<file path="src/rtl/ulbf_coeffs_csr_mc_pkg.sv">
// Package ulbf_csr_pkg: CSR offsets, identification constant, CTRL bit
// positions and done-counter width shared by the CSR top and the per-channel
// done tracker.
package ulbf_csr_pkg;

  localparam logic [7:0] OFS_ID          = 8'h00;
  localparam logic [7:0] OFS_CTRL        = 8'h04;
  localparam logic [7:0] OFS_BLOCK_SIZE  = 8'h08;
  localparam logic [7:0] OFS_NITER       = 8'h0C;
  localparam logic [7:0] OFS_ROLLOVER    = 8'h10;
  localparam logic [7:0] OFS_IRQ_EN      = 8'h14;
  localparam logic [7:0] OFS_NUM_CH      = 8'h18;
  localparam logic [7:0] OFS_DONE_STICKY = 8'h20;
  localparam logic [7:0] OFS_DONE_RAW    = 8'h24;
  localparam logic [7:0] OFS_ROW_BASE    = 8'h40;
  localparam logic [7:0] OFS_CNT_BASE    = 8'h80;

  localparam logic [31:0] CSR_ID = 32'h0123_4567;

  localparam int unsigned CTRL_RST_BIT      = 0;
  localparam int unsigned CTRL_GO_BIT       = 4;
  localparam int unsigned CTRL_PULSE_BIT    = 8;
  localparam int unsigned CTRL_CLR_CNT_BIT  = 9;
  localparam int unsigned CTRL_CLR_DONE_BIT = 12;

  localparam int unsigned CNT_W = 16;

  // Write-only CTRL strobes decoded from a single CTRL write.
  typedef struct packed {
    logic pulse;
    logic clr_cnt;
    logic clr_done;
  } ctrl_strobe_t;

  // Offset of per-channel register ch inside a 4-byte-stride window.
  function automatic logic [7:0] ch_ofs(input logic [7:0] base, input int unsigned ch);
    return base + 8'(ch * 4);
  endfunction

endpackage

</file>
<file path="src/rtl/ulbf_coeffs_csr_mc_done_tracker.sv">
// ulbf_done_tracker: one channel's done bookkeeping.
//  clk, rst_n   : clock, asynchronous active-low reset
//  done         : channel done level
//  clr_sticky   : clear request for the sticky flag (a same-cycle rise wins)
//  clr_cnt      : zero the counter (wins over a same-cycle rise)
//  sticky       : set on every rising edge of done
//  cnt          : saturating count of rising edges
module ulbf_done_tracker
  import ulbf_csr_pkg::*;
(
  input  logic             clk,
  input  logic             rst_n,
  input  logic             done,
  input  logic             clr_sticky,
  input  logic             clr_cnt,
  output logic             sticky,
  output logic [CNT_W-1:0] cnt
);

  logic d_prev;
  logic rise;

  // d_prev resets to 0, so a level already high at reset release is a rise.
  assign rise = done & ~d_prev;

  always_ff @(posedge clk or negedge rst_n) begin
    if (!rst_n) begin
      d_prev <= 1'b0;
      sticky <= 1'b0;
      cnt    <= '0;
    end else begin
      d_prev <= done;
      if (rise)            sticky <= 1'b1;
      else if (clr_sticky) sticky <= 1'b0;
      if (clr_cnt)                cnt <= '0;
      else if (rise && cnt != '1) cnt <= cnt + CNT_W'(1);
    end
  end

endmodule

</file>
<file path="src/rtl/ulbf_coeffs_csr_mc.sv">
// ulbf_coeffs_csr_mc: CSR block for the ulbf coeffs PL datapath.
//  BRAM_PORTA_*  : CSR access port (addr bit19 selects the CSR window, [7:0] offset)
//  m_done        : per-channel done levels
//  addrb_wire    : per-channel RAM row addresses, read back through ROW_i
//  go/m_axis_rst : CTRL level bits; go_pulse: one-cycle start strobe
//  block_size/niter/rollover_addr : low bits of the matching registers
//  irq           : registered OR of enabled sticky done flags
//  csr_rddata    : registered read data, holds between reads
module ulbf_coeffs_csr_mc
  import ulbf_csr_pkg::*;
#(
  parameter int unsigned NUM_CH         = 8,
  parameter int unsigned ROW_W          = 16,
  parameter int unsigned BLK_W          = 12,
  parameter logic [31:0] DEF_BLOCK_SIZE = 32'd256,
  parameter logic [31:0] DEF_NITER      = 32'd4,
  parameter logic [31:0] DEF_ROLLOVER   = 32'd1024
) (
  input  logic                    BRAM_PORTA_clk,
  input  logic                    BRAM_PORTA_rstn,
  input  logic [19:0]             BRAM_PORTA_addr,
  input  logic [31:0]             BRAM_PORTA_din,
  input  logic                    BRAM_PORTA_en,
  input  logic                    BRAM_PORTA_we,
  input  logic [NUM_CH-1:0]       m_done,
  input  logic [NUM_CH*ROW_W-1:0] addrb_wire,
  output logic                    go,
  output logic                    go_pulse,
  output logic                    m_axis_rst,
  output logic [BLK_W-1:0]        block_size,
  output logic [BLK_W-1:0]        niter,
  output logic [ROW_W-1:0]        rollover_addr,
  output logic                    irq,
  output logic [31:0]             csr_rddata
);

  logic [7:0]  ofs;
  logic        wr, rd, ctrl_wr;
  logic        unused_addr_bits;

  logic        ctrl_rst, ctrl_go, go_pulse_q, irq_q;
  logic [31:0] block_size_q, niter_q, rollover_q, rddata_q, rd_mux;
  logic [NUM_CH-1:0] irq_en, sticky, clr_sticky;
  logic [CNT_W-1:0]  cnt [NUM_CH];
  ctrl_strobe_t      stb;

  assign ofs              = BRAM_PORTA_addr[7:0];
  assign wr               = BRAM_PORTA_en & BRAM_PORTA_addr[19] & BRAM_PORTA_we;
  assign rd               = BRAM_PORTA_en & BRAM_PORTA_addr[19] & ~BRAM_PORTA_we;
  assign ctrl_wr          = wr && (ofs == OFS_CTRL);
  assign unused_addr_bits = ^BRAM_PORTA_addr[18:8];

  always_comb begin
    stb          = '0;
    stb.pulse    = ctrl_wr & BRAM_PORTA_din[CTRL_PULSE_BIT];
    stb.clr_cnt  = ctrl_wr & BRAM_PORTA_din[CTRL_CLR_CNT_BIT];
    stb.clr_done = stb.pulse & BRAM_PORTA_din[CTRL_CLR_DONE_BIT];
  end

  // W1C mask from a DONE_STICKY write, or a clear-all from go with clr_done_on_go.
  always_comb begin
    clr_sticky = {NUM_CH{stb.clr_done}};
    if (wr && (ofs == OFS_DONE_STICKY))
      clr_sticky = clr_sticky | BRAM_PORTA_din[NUM_CH-1:0];
  end

  for (genvar i = 0; i < NUM_CH; i++) begin : g_ch
    ulbf_done_tracker u_trk (
      .clk        (BRAM_PORTA_clk),
      .rst_n      (BRAM_PORTA_rstn),
      .done       (m_done[i]),
      .clr_sticky (clr_sticky[i]),
      .clr_cnt    (stb.clr_cnt),
      .sticky     (sticky[i]),
      .cnt        (cnt[i])
    );
  end

  // Read mux sees pre-update register values, so a DONE_STICKY read returns
  // the flags as they were before any same-cycle set/clear.
  always_comb begin
    rd_mux = '0;
    case (ofs)
      OFS_ID:          rd_mux = CSR_ID;
      OFS_CTRL: begin
        rd_mux[CTRL_RST_BIT] = ctrl_rst;
        rd_mux[CTRL_GO_BIT]  = ctrl_go;
      end
      OFS_BLOCK_SIZE:  rd_mux = block_size_q;
      OFS_NITER:       rd_mux = niter_q;
      OFS_ROLLOVER:    rd_mux = rollover_q;
      OFS_IRQ_EN:      rd_mux[NUM_CH-1:0] = irq_en;
      OFS_NUM_CH:      rd_mux = 32'(NUM_CH);
      OFS_DONE_STICKY: rd_mux[NUM_CH-1:0] = sticky;
      OFS_DONE_RAW:    rd_mux[NUM_CH-1:0] = m_done;
      default:         ;
    endcase
    for (int unsigned i = 0; i < NUM_CH; i++) begin
      if (ofs == ch_ofs(OFS_ROW_BASE, i)) rd_mux = 32'(addrb_wire[i*ROW_W +: ROW_W]);
      if (ofs == ch_ofs(OFS_CNT_BASE, i)) rd_mux = 32'(cnt[i]);
    end
  end

  always_ff @(posedge BRAM_PORTA_clk or negedge BRAM_PORTA_rstn) begin
    if (!BRAM_PORTA_rstn) begin
      ctrl_rst     <= 1'b0;
      ctrl_go      <= 1'b0;
      block_size_q <= DEF_BLOCK_SIZE;
      niter_q      <= DEF_NITER;
      rollover_q   <= DEF_ROLLOVER;
      irq_en       <= '0;
      go_pulse_q   <= 1'b0;
      irq_q        <= 1'b0;
      rddata_q     <= '0;
    end else begin
      go_pulse_q <= stb.pulse;
      irq_q      <= |(sticky & irq_en);
      if (wr) begin
        case (ofs)
          OFS_CTRL: begin
            ctrl_rst <= BRAM_PORTA_din[CTRL_RST_BIT];
            ctrl_go  <= BRAM_PORTA_din[CTRL_GO_BIT];
          end
          OFS_BLOCK_SIZE: block_size_q <= BRAM_PORTA_din;
          OFS_NITER:      niter_q      <= BRAM_PORTA_din;
          OFS_ROLLOVER:   rollover_q   <= BRAM_PORTA_din;
          OFS_IRQ_EN:     irq_en       <= BRAM_PORTA_din[NUM_CH-1:0];
          default:        ;
        endcase
      end
      if (rd) rddata_q <= rd_mux;
    end
  end

  assign go            = ctrl_go;
  assign go_pulse      = go_pulse_q;
  assign m_axis_rst    = ctrl_rst;
  assign block_size    = block_size_q[BLK_W-1:0];
  assign niter         = niter_q[BLK_W-1:0];
  assign rollover_addr = rollover_q[ROW_W-1:0];
  assign irq           = irq_q;
  assign csr_rddata    = rddata_q;

endmodule

</file>
<file path="config.mk">
export PLATFORM = sky130hd
export DESIGN_NAME = ulbf_coeffs_csr_mc
export DESIGN_NICKNAME = d
export VERILOG_FILES = /design/src/rtl/ulbf_coeffs_csr_mc_pkg.sv /design/src/rtl/ulbf_coeffs_csr_mc_done_tracker.sv /design/src/rtl/ulbf_coeffs_csr_mc.sv
export SDC_FILE = /design/constraint.sdc
export NUM_CORES = 1
export LEC_CHECK = 0
export CORE_MARGIN = 2
export CORE_UTILIZATION = 50
export CTS_CLUSTER_DIAMETER = 50
export CTS_CLUSTER_SIZE = 10
export DETAILED_ROUTE_END_ITERATION = 16
export HOLD_SLACK_MARGIN = 0.15
export PLACE_DENSITY = 0.78
export SYNTH_ARGS = -nofsm -noshare
export SYNTH_HDL_FRONTEND = slang
export SYNTH_HIERARCHICAL = 1
export SYNTH_SLANG_ARGS = --single-unit
</file>
<file path="constraint.sdc">
create_clock -name BRAM_PORTA_clk -period 2.3 [get_ports BRAM_PORTA_clk]
set_clock_uncertainty 0.2 [all_clocks]
set_input_delay 0.23 -clock BRAM_PORTA_clk [delete_from_list [all_inputs] [get_ports BRAM_PORTA_clk]]
set_output_delay 0.23 -clock BRAM_PORTA_clk [all_outputs]
set_load 0.005 [all_outputs]
</file>
After elaboration in Yosys (flattened, before gate mapping). Cells that the tools add are included.

Bitwise operators: 25. Equal/unequal tests: 32. Reductions and logical operators: 33. $add $sub $neg: 8. Muxes and demuxes: 54.

Operators with widths (number): $mux 32 (16); $mux 16 (16); $add 16x1->16 const B (8); $ne 16x16->1 const B (8); $pmux 24 s4 (1); $eq 8x7->1 const B (8); $eq 8x8->1 const B (8); $reduce_bool 2->1 (16); $eq 8x5->1 const B (3); $pmux 3 s8 (1); $pmux 3 s7 (1); $eq 8x4->1 const B (2); $eq 8x6->1 const B (2); $mux 1 (16); $and 1x1->1 (14); $logic_and 1x1->1 (10); $reduce_and 2->1 (5); $not 1->1 (9); $and 8x8->8 (1); $eq 8x3->1 const B (1); $logic_not 8->1 (1); $mux 8 (1); $or 8x8->8 (1); $pmux 1 s8 (1); 2 further kinds (2).

Output and inout bits: 76. Logic and storage cells: 185. Register bits: 284. Bits of input ports: 192.

Longest topological paths before layout. Gate-level depths: netlist of the first run.

Word-level depth: 18. Mapped depth: 11. Depth with buffers taken out: 7.

Hierarchy. Netlist of the first run, hierarchy kept.

By module, submodules not included: ulbf_coeffs_csr_mc (times used 1, cells each 1042, area an instance 9594.2 um^2, sequential area each 3507.1 um^2); ulbf_done_tracker (times used 8, cells each 104, area an instance 997.2 um^2, sequential area each 450.4 um^2).

Worst setup path after synthesis of the first run. Ideal clock, no wire load.

Kind: input to register. From: in BRAM_PORTA_addr[7]. To: reg g_ch[1].u_trk.cnt[13]. Required time: 1.975 ns. Path buffers: 3. Data arrival time: 2.657 ns. Setup slack: -0.682 ns. Setup time: 0.125 ns. Stages on the path: 8. Path through: buf_4 or4_1 buf_2 nor3_1 and2_1 clkbuf_8 nor2_1 mux2_2.

RTL lines: start: declaration (RTL line ulbf_coeffs_csr_mc.sv:21) `input logic [19:0] BRAM_PORTA_addr,`; end signal: assignment (RTL line ulbf_coeffs_csr_mc_done_tracker.sv:36) `else if (rise && cnt != '1) cnt <= cnt + CNT_W'(1);`; end: declaration (RTL line ulbf_coeffs_csr_mc_done_tracker.sv:17) `output logic [CNT_W-1:0] cnt`.

Final worst setup path of the first run.
From: in BRAM_PORTA_addr[3]. To: reg rddata_q[9] (netlist: csr_rddata[9]).

Longest elaborated chain between the ends: 18. Elaborated cells between the ends (all ways): 37. Those cells by class: eq/ne: 19; mux: 17; reduce/logical: 1.

RTL lines: $eq 8x5->1 (tied with other cells) (RTL line ulbf_coeffs_csr_mc.sv:83) `case (ofs)`; $pmux 24 s4 (RTL line ulbf_coeffs_csr_mc.sv:83); $mux 32 (RTL line ulbf_coeffs_csr_mc.sv:99) `if (ofs == ch_ofs(OFS_ROW_BASE, i)) rd_mux = 32'(addrb_wire[i*ROW_W +: ROW_W]);`; $mux 32 (RTL line ulbf_coeffs_csr_mc.sv:100) `if (ofs == ch_ofs(OFS_CNT_BASE, i)) rd_mux = 32'(cnt[i]);`; $mux 32 (RTL line ulbf_coeffs_csr_mc.sv:99); $mux 32 (RTL line ulbf_coeffs_csr_mc.sv:100); $mux 32 (RTL line ulbf_coeffs_csr_mc.sv:99); $mux 32 (RTL line ulbf_coeffs_csr_mc.sv:100); [2 not listed]; $mux 32 (RTL line ulbf_coeffs_csr_mc.sv:99); $mux 32 (RTL line ulbf_coeffs_csr_mc.sv:100); $mux 32 (RTL line ulbf_coeffs_csr_mc.sv:99); $mux 32 (RTL line ulbf_coeffs_csr_mc.sv:100); $mux 32 (RTL line ulbf_coeffs_csr_mc.sv:99); $mux 32 (RTL line ulbf_coeffs_csr_mc.sv:100); $mux 32 (RTL line ulbf_coeffs_csr_mc.sv:99); $mux 32 * (RTL line ulbf_coeffs_csr_mc.sv:100); end signal: assignment (RTL line ulbf_coeffs_csr_mc.sv:131) `if (rd) rddata_q <= rd_mux;`; end: declaration (RTL line ulbf_coeffs_csr_mc.sv:42) `logic [31:0] block_size_q, niter_q, rollover_q, rddata_q, rd_mux;`.

Every way passes the cells marked *; elsewhere a longest branch is shown, timed or not. A chain may end at the register's enable or synchronous reset.

==> results of run 1 <==
## synth_stat cells (38+ instances only)
| cell | n |
|---|---|
| a21oi_1 | 185 |
| buf_2 | 63 |
| buf_4 | 52 |
| clkbuf_1 | 38 |
| dfrtp_1 | 281 |
| mux2_2 | 145 |
| nand2_1 | 130 |
| nand3_1 | 47 |
| nor2_1 | 111 |
| nor2b_1 | 50 |
| o21ai_0 | 143 |
| o31ai_1 | 53 |
| or3_1 | 43 |
## critical path, stage by stage
cell           delay (ns)
dlygate4sd2_1        0.30
buf_4                0.16
or4b_1               0.47
buf_4                0.21
a32oi_1              0.20
nor2_1               0.06
a221o_1              0.30
a211o_1              0.35
a32o_1               0.23
## path summary, 6_finish.rpt
kind	slack, ns	to	startpoint
min	0.17	rollover_q[15]	BRAM_PORTA_din[15]
max in group asynchronous	0.70	niter_q[2]	BRAM_PORTA_rstn
min in group asynchronous	0.60	csr_rddata[14]	BRAM_PORTA_rstn
max reg2reg	0.05	csr_rddata[5]	rollover_q[5]
min reg2reg	0.28	csr_rddata[25]	csr_rddata[25]
max	0.04	csr_rddata[9]	BRAM_PORTA_addr[3]
## placed cells by master, fill, tap and decap left out, types with 9 or more instances in the layout
cell,n
buf_4,349
dfrtp_1,279
clkdlybuf4s50_1,247
a21oi_1,183
o21ai_0,134
nand2_1,130
mux2_2,129
nor2_1,107
o31ai_1,52
nor2b_1,48
nand3_1,47
or3_1,41
clkbuf_16,41
nand4_1,34
or4_1,34
o22ai_1,33
a22oi_1,27
nor4_1,26
buf_12,24
nor3_1,22
dlygate4sd3_1,22
inv_1,21
mux2_4,16
mux2i_1,15
a222oi_1,14
clkbuf_1,13
o21ai_1,11
a221oi_1,11
a22o_1,11
a32oi_1,9
or2_2,9
## timing repair
item | 4_1_cts | 5_1_grt
resized for setup | 43 | 40
setup buffers | 6 | 4
hold buffers | 23 | 0
gates cloned | 2 | 0
pin swaps | 4 | 2
setup endpoints to repair | 195 | 40
endpoints found under the hold margin | 319 | 0
## layer usage
metal / vias to the layer above / track usage, % / share of wire (%)
met2: 1355 / 68.2 / 46
met5: - / 0 / 0
li1: 8148 / - / -
met4: 0 / 26.2 / 6.8
met3: 295 / 8.74 / 9.8
met1: 9333 / 53.4 / 38
## metrics by stage
step / cell area [sq um] / cells / util, %
final: 24800 / 2879 / 71.7
after global routing: 24800 / 2878 / 71.7
after CTS: 24600 / 2873 / 71.2
after detailed placement: 22800 / 2769 / 66.0
after global placement: 22800 / 2769 / 66.0
after floorplan: 17700 / 1874 / -
## state kept, by name (all words and copies together), names as in the netlist, 8 cells and up
name,count
block_size_q,32
csr_rddata,32
irq_en,8
g_ch.u_trk/d_prev,8
g_ch.u_trk/sticky,8
g_ch.u_trk/cnt,128
niter_q,32
rollover_q,32
## layout make-up
class                           count  area (sq um)  area share, %
Antenna cell                        2          5.00         0.0202
Clock buffer                       56          1100           4.45
Clock inverter                     18           239          0.965
Inverter                           21          78.8          0.318
Multi-Input combinational cell   1387          9730           39.3
Sequential cell                   284          7110           28.7
Tap cell                          455           569           2.30
Timing Repair Buffer              656          5940           24.0
## logic make-up after synthesis
group	count (synthesis)
AOI/OAI and AO/OA	599
adders and majority gates	8
buffers and inverters	203
DFF	284
muxes	164
and+or+nand+nor	616
## power breakdown
part           internal, uW  total, uW  switching (uW)
sequential             5520       6290             765
combinational          1620       3380            1760
clock                  3750       6280            2520
total                 10900      15900            5040
==> flow_metrics.env, run 1 <==
export IMPL_outcome="complete, no violations"
export IMPL_pre_cts_slack_ns=-1.11
export IMPL_reg2regPathDepth=7
export IMPL_synth_simple_area_share_pct=19.9
export IMPL_cts_buffers=41
export IMPL_ios=268
export IMPL_postRouteAntennaNets=0
export IMPL_synth_cells=1874
export IMPL_synth_warnings=6
export IMPL_fin_crit_ns=2.26
export IMPL_synthAdderAreaFrac_pct=0.570
export IMPL_worst_slack_ns=0.0429
export IMPL_timing_hold_violations_final=0
export IMPL_slew_viol_final=0
export IMPL_slew_headroom_pct=59.4
export IMPL_synth_nets=2074
export IMPL_ys_types=83
export IMPL_cp_data_arrival_time_ns=2.51
export IMPL_hold_ws_ns=0.166
export IMPL_synth_area_per_cell_sq_um=9.38
export IMPL_rows=68
export IMPL_hpwlAfterDp_um=58300
export IMPL_antenna_found_initial=2
export IMPL_final_nets=2591
export IMPL_ys_ff_latch=284
export IMPL_drive_gt1_share_pct=30.0
export IMPL_tightest_slew_ns=0.610
export IMPL_setup_viol=0
export IMPL_cts_max_level=2
export IMPL_synth_top_family_by_area="compound AO/OA/AOI/OAI gates"
export IMPL_drt_total_wl_um=79300
export IMPL_hold_depth=2
export IMPL_die_area_sq_mm=0.0367
export IMPL_areaGrowthSynthToFinish_pct=41.0
export IMPL_grt_pass1_vias=18900
export IMPL_die_w_um=191
export IMPL_synth_compound_area_share_pct=21.7
export IMPL_synth_xor_area_share_pct=0
export IMPL_vias_per_cell=6.65
export IMPL_power_density_mw_per_mm2=643
export IMPL_cts_tree="done"
export IMPL_ctsRootBufferMaster="clkbuf_16"
export IMPL_synth_area_sq_mm=0.0176
export IMPL_portBuffers=256
export IMPL_n_fill_cell=2522
export IMPL_drv_cap=0
export IMPL_clkSinkCount=284
export IMPL_drcViolationCount=0
export IMPL_critPathKind="input pin to flop"
export IMPL_critPathMaxFanout=9
export IMPL_via_count=19100
export IMPL_p_leak_uw=0.0102
export IMPL_yosysSeqAreaShare_pct=40.5
export IMPL_grt_pass1_wl_um=117000
export IMPL_drt_first_pass_iters=8
export IMPL_drt_iter0_markers=2345
export IMPL_start_util_pct=50.9
export IMPL_synthTopCellsByArea="dfrtp_1 40%, mux2_2 9.3%, a21oi_1 5.3%, o21ai_0 4.1%, nand2_1 2.8%"
export IMPL_synth_mux_area_share_pct=10.4
export IMPL_synth_edf_count=0
export IMPL_async_reset_ff_share_pct=100
export IMPL_final_setup_tns_ns=0
export IMPL_clk_pin_slew_ns=0.06
export IMPL_coreArea_sq_mm=0.0345
export IMPL_yosysTopAreaCellShare_pct=40.0
export IMPL_grt_total_usage_pct=42.8
export IMPL_synth_ff_type="dfrtp_1"
export IMPL_grt_ovfl_total=0
export IMPL_clockBufferDepth=3
export IMPL_gp_congestion=1.00
export IMPL_wl_per_cell_um=27.5
export IMPL_vdd_ir_drop_max_mv=0.688
export IMPL_required_ns=2.56
export IMPL_end_kind="flop"
export IMPL_cp_start_kind="input pin"
export IMPL_clk_latency_ns=0.58
export IMPL_power_uw=15900
export IMPL_hp_class="input pin to flop"
export IMPL_yosys_area_top_type="dfrtp_1"
export IMPL_fin_crit_sh_pct=98.1
export IMPL_grt_max_degree=81
export IMPL_max_freq_mhz=443
export IMPL_die_height_um=191
Note: power is estimated with default switching activity, not from simulation.
==> run 2: changes to the inputs <==
DONT_BUFFER_PORTS = 1   (was default)
PLACE_DENSITY = 0.68   (was 0.78)
==> flow_metrics.env, run 2 (synthesized netlist as in run 1, its figures left out) <==
export IMPL_final_area_sq_mm=0.0223
export IMPL_cts_max_level=2
export IMPL_grt_ovfl_total=0
export IMPL_drive_gt1_share_pct=25.4
export IMPL_violations="negative hold slack, negative setup slack"
export IMPL_end_kind="flop"
export IMPL_antenna_found_initial=10
export IMPL_fin_crit_sh_pct=102
export IMPL_coreArea_sq_mm=0.0345
export IMPL_grt_total_usage_pct=38.6
export IMPL_vdd_ir_drop_max_mv=0.787
export IMPL_slew_viol_final=0
export IMPL_hold_ws_ns=-0.834
export IMPL_clk_latency_ns=0.58
export IMPL_postRouteAntennaNets=0
export IMPL_hp_class="input pin to asynchronous set/reset pin"
export IMPL_critPathMaxFanout=3
export IMPL_n_fill_cell=2781
export IMPL_final_nets=2320
export IMPL_start_util_pct=50.9
export IMPL_outcome="finished with violations"
export IMPL_vias_per_cell=6.85
export IMPL_grt_pass1_wl_um=106000
export IMPL_areaGrowthSynthToFinish_pct=27.0
export IMPL_grt_max_degree=285
export IMPL_cts_buffers=43
export IMPL_layout_commonest_cell="dfrtp_1"
export IMPL_cp_data_arrival_time_ns=2.59
export IMPL_die_area_sq_mm=0.0367
export IMPL_portBuffers=0
export IMPL_cp_start_kind="flop"
export IMPL_drcViolationCount=0
export IMPL_place_area_sq_mm=0.0189
export IMPL_drt_iter0_markers=2329
export IMPL_slew_headroom_pct=20.8
export IMPL_largest_register_ffs=128
export IMPL_top_register="g_ch.u_trk/cnt"
export IMPL_reg2regPathDepth=7
export IMPL_final_setup_tns_ns=-0.0489
export IMPL_via_count=17900
export IMPL_required_ns=2.55
export IMPL_power_density_mw_per_mm2=681
export IMPL_p_leak_uw=0.00899
export IMPL_clockBufferDepth=3
export IMPL_clk_pin_slew_ns=0.06
export IMPL_cts_tree="done"
export IMPL_power_uw=15200
export IMPL_die_w_um=191
export IMPL_rsz0062_at_grt="yes"
export IMPL_clkSinkCount=284
export IMPL_hpwlAfterDp_um=50400
export IMPL_grt_pass1_vias=17500
export IMPL_setup_viol=2
export IMPL_drv_cap=0
export IMPL_layout_common_cells="279 x dfrtp_1, 193 x buf_4, 183 x a21oi_1, 170 x dlygate4sd3_1, 141 x o21ai_0"
export IMPL_pre_cts_slack_ns=-0.585
export IMPL_timing_hold_violations_final=284
export IMPL_drt_total_wl_um=72100
export IMPL_max_freq_mhz=426
export IMPL_ios=268
export IMPL_fin_crit_ns=2.35
export IMPL_worst_slack_ns=-0.0463
export IMPL_ctsRootBufferMaster="clkbuf_16"
export IMPL_critPathKind="flop to flop"
export IMPL_die_height_um=191
export IMPL_wl_per_cell_um=27.6
export IMPL_rows=68
export IMPL_gp_congestion=1.03
export IMPL_drt_first_pass_iters=9
export IMPL_tightest_slew_ns=1.19
-- run 2: report_power, final --
part | internal (uW) | total (uW) | switching (uW)
combinational | 1220 | 2480 | 1260
sequential | 5520 | 6350 | 827
clock | 3870 | 6370 | 2490
-- run 2: routing by layer --
metal,vias to the layer above,track usage [%],wire length (um)
met3,329,12.8,8500
met1,8756,46.2,26400
met2,1193,61.1,32500
li1,7627,-,-
met5,-,0,42
met4,6,21.4,4680
-- run 2: repair_timing --
item | 4_1_cts | 5_1_grt
cloned | 0 | 1
hold endpoints to repair | 544 | 285
pin swaps | 0 | 8
hold buffers | 171 | 3
resized for setup | 4 | 37
setup endpoints to repair | 3 | 18
buffers inserted | 0 | 10
-- run 2: path summary, 6_finish.rpt --
kind / start / to / slack [ns]
worst max-delay path: irq_en[7] / csr_rddata[7] / -0.05
worst min-delay path: BRAM_PORTA_rstn / g_ch[7].u_trk/cnt[13] / -0.83
worst min register to register: csr_rddata[11] / csr_rddata[11] / 0.31
min in group BRAM_PORTA_clk: addrb_wire[66] / csr_rddata[2] / 0.10
max in group asynchronous: BRAM_PORTA_rstn / g_ch[6].u_trk/cnt[11] / 1.71
worst max register to register: irq_en[7] / csr_rddata[7] / -0.05
-- run 2: critical path: stages, from the launching register on --
cell and delay [ns]:
dfrtp_1 0.43, a22o_1 0.25, a32o_1 0.26, a221oi_1 0.36, o21ai_1 0.23, buf_4 0.19
a31oi_1 0.18, o21ai_1 0.12
-- run 2: per-stage QoR --
step	instances	util, %
floorplan	1874	-
global placement	2350	54.8
detailed placement	2350	54.8
CTS	2598	63.8
global route	2611	64.6
finish	2613	64.6
-- run 2: layout make-up --
cell class | instances | area (sq um) | area share [%]
multi-input cells | 1387 | 9630 | 43.2
flip-flops and latches | 284 | 7110 | 31.9
repair buffers | 383 | 3530 | 15.8
clock buffers | 59 | 1190 | 5.32
well taps | 455 | 569 | 2.55
clock inverters | 18 | 196 | 0.880
inverters | 21 | 78.8 | 0.353
diodes | 6 | 15.0 | 0.0673
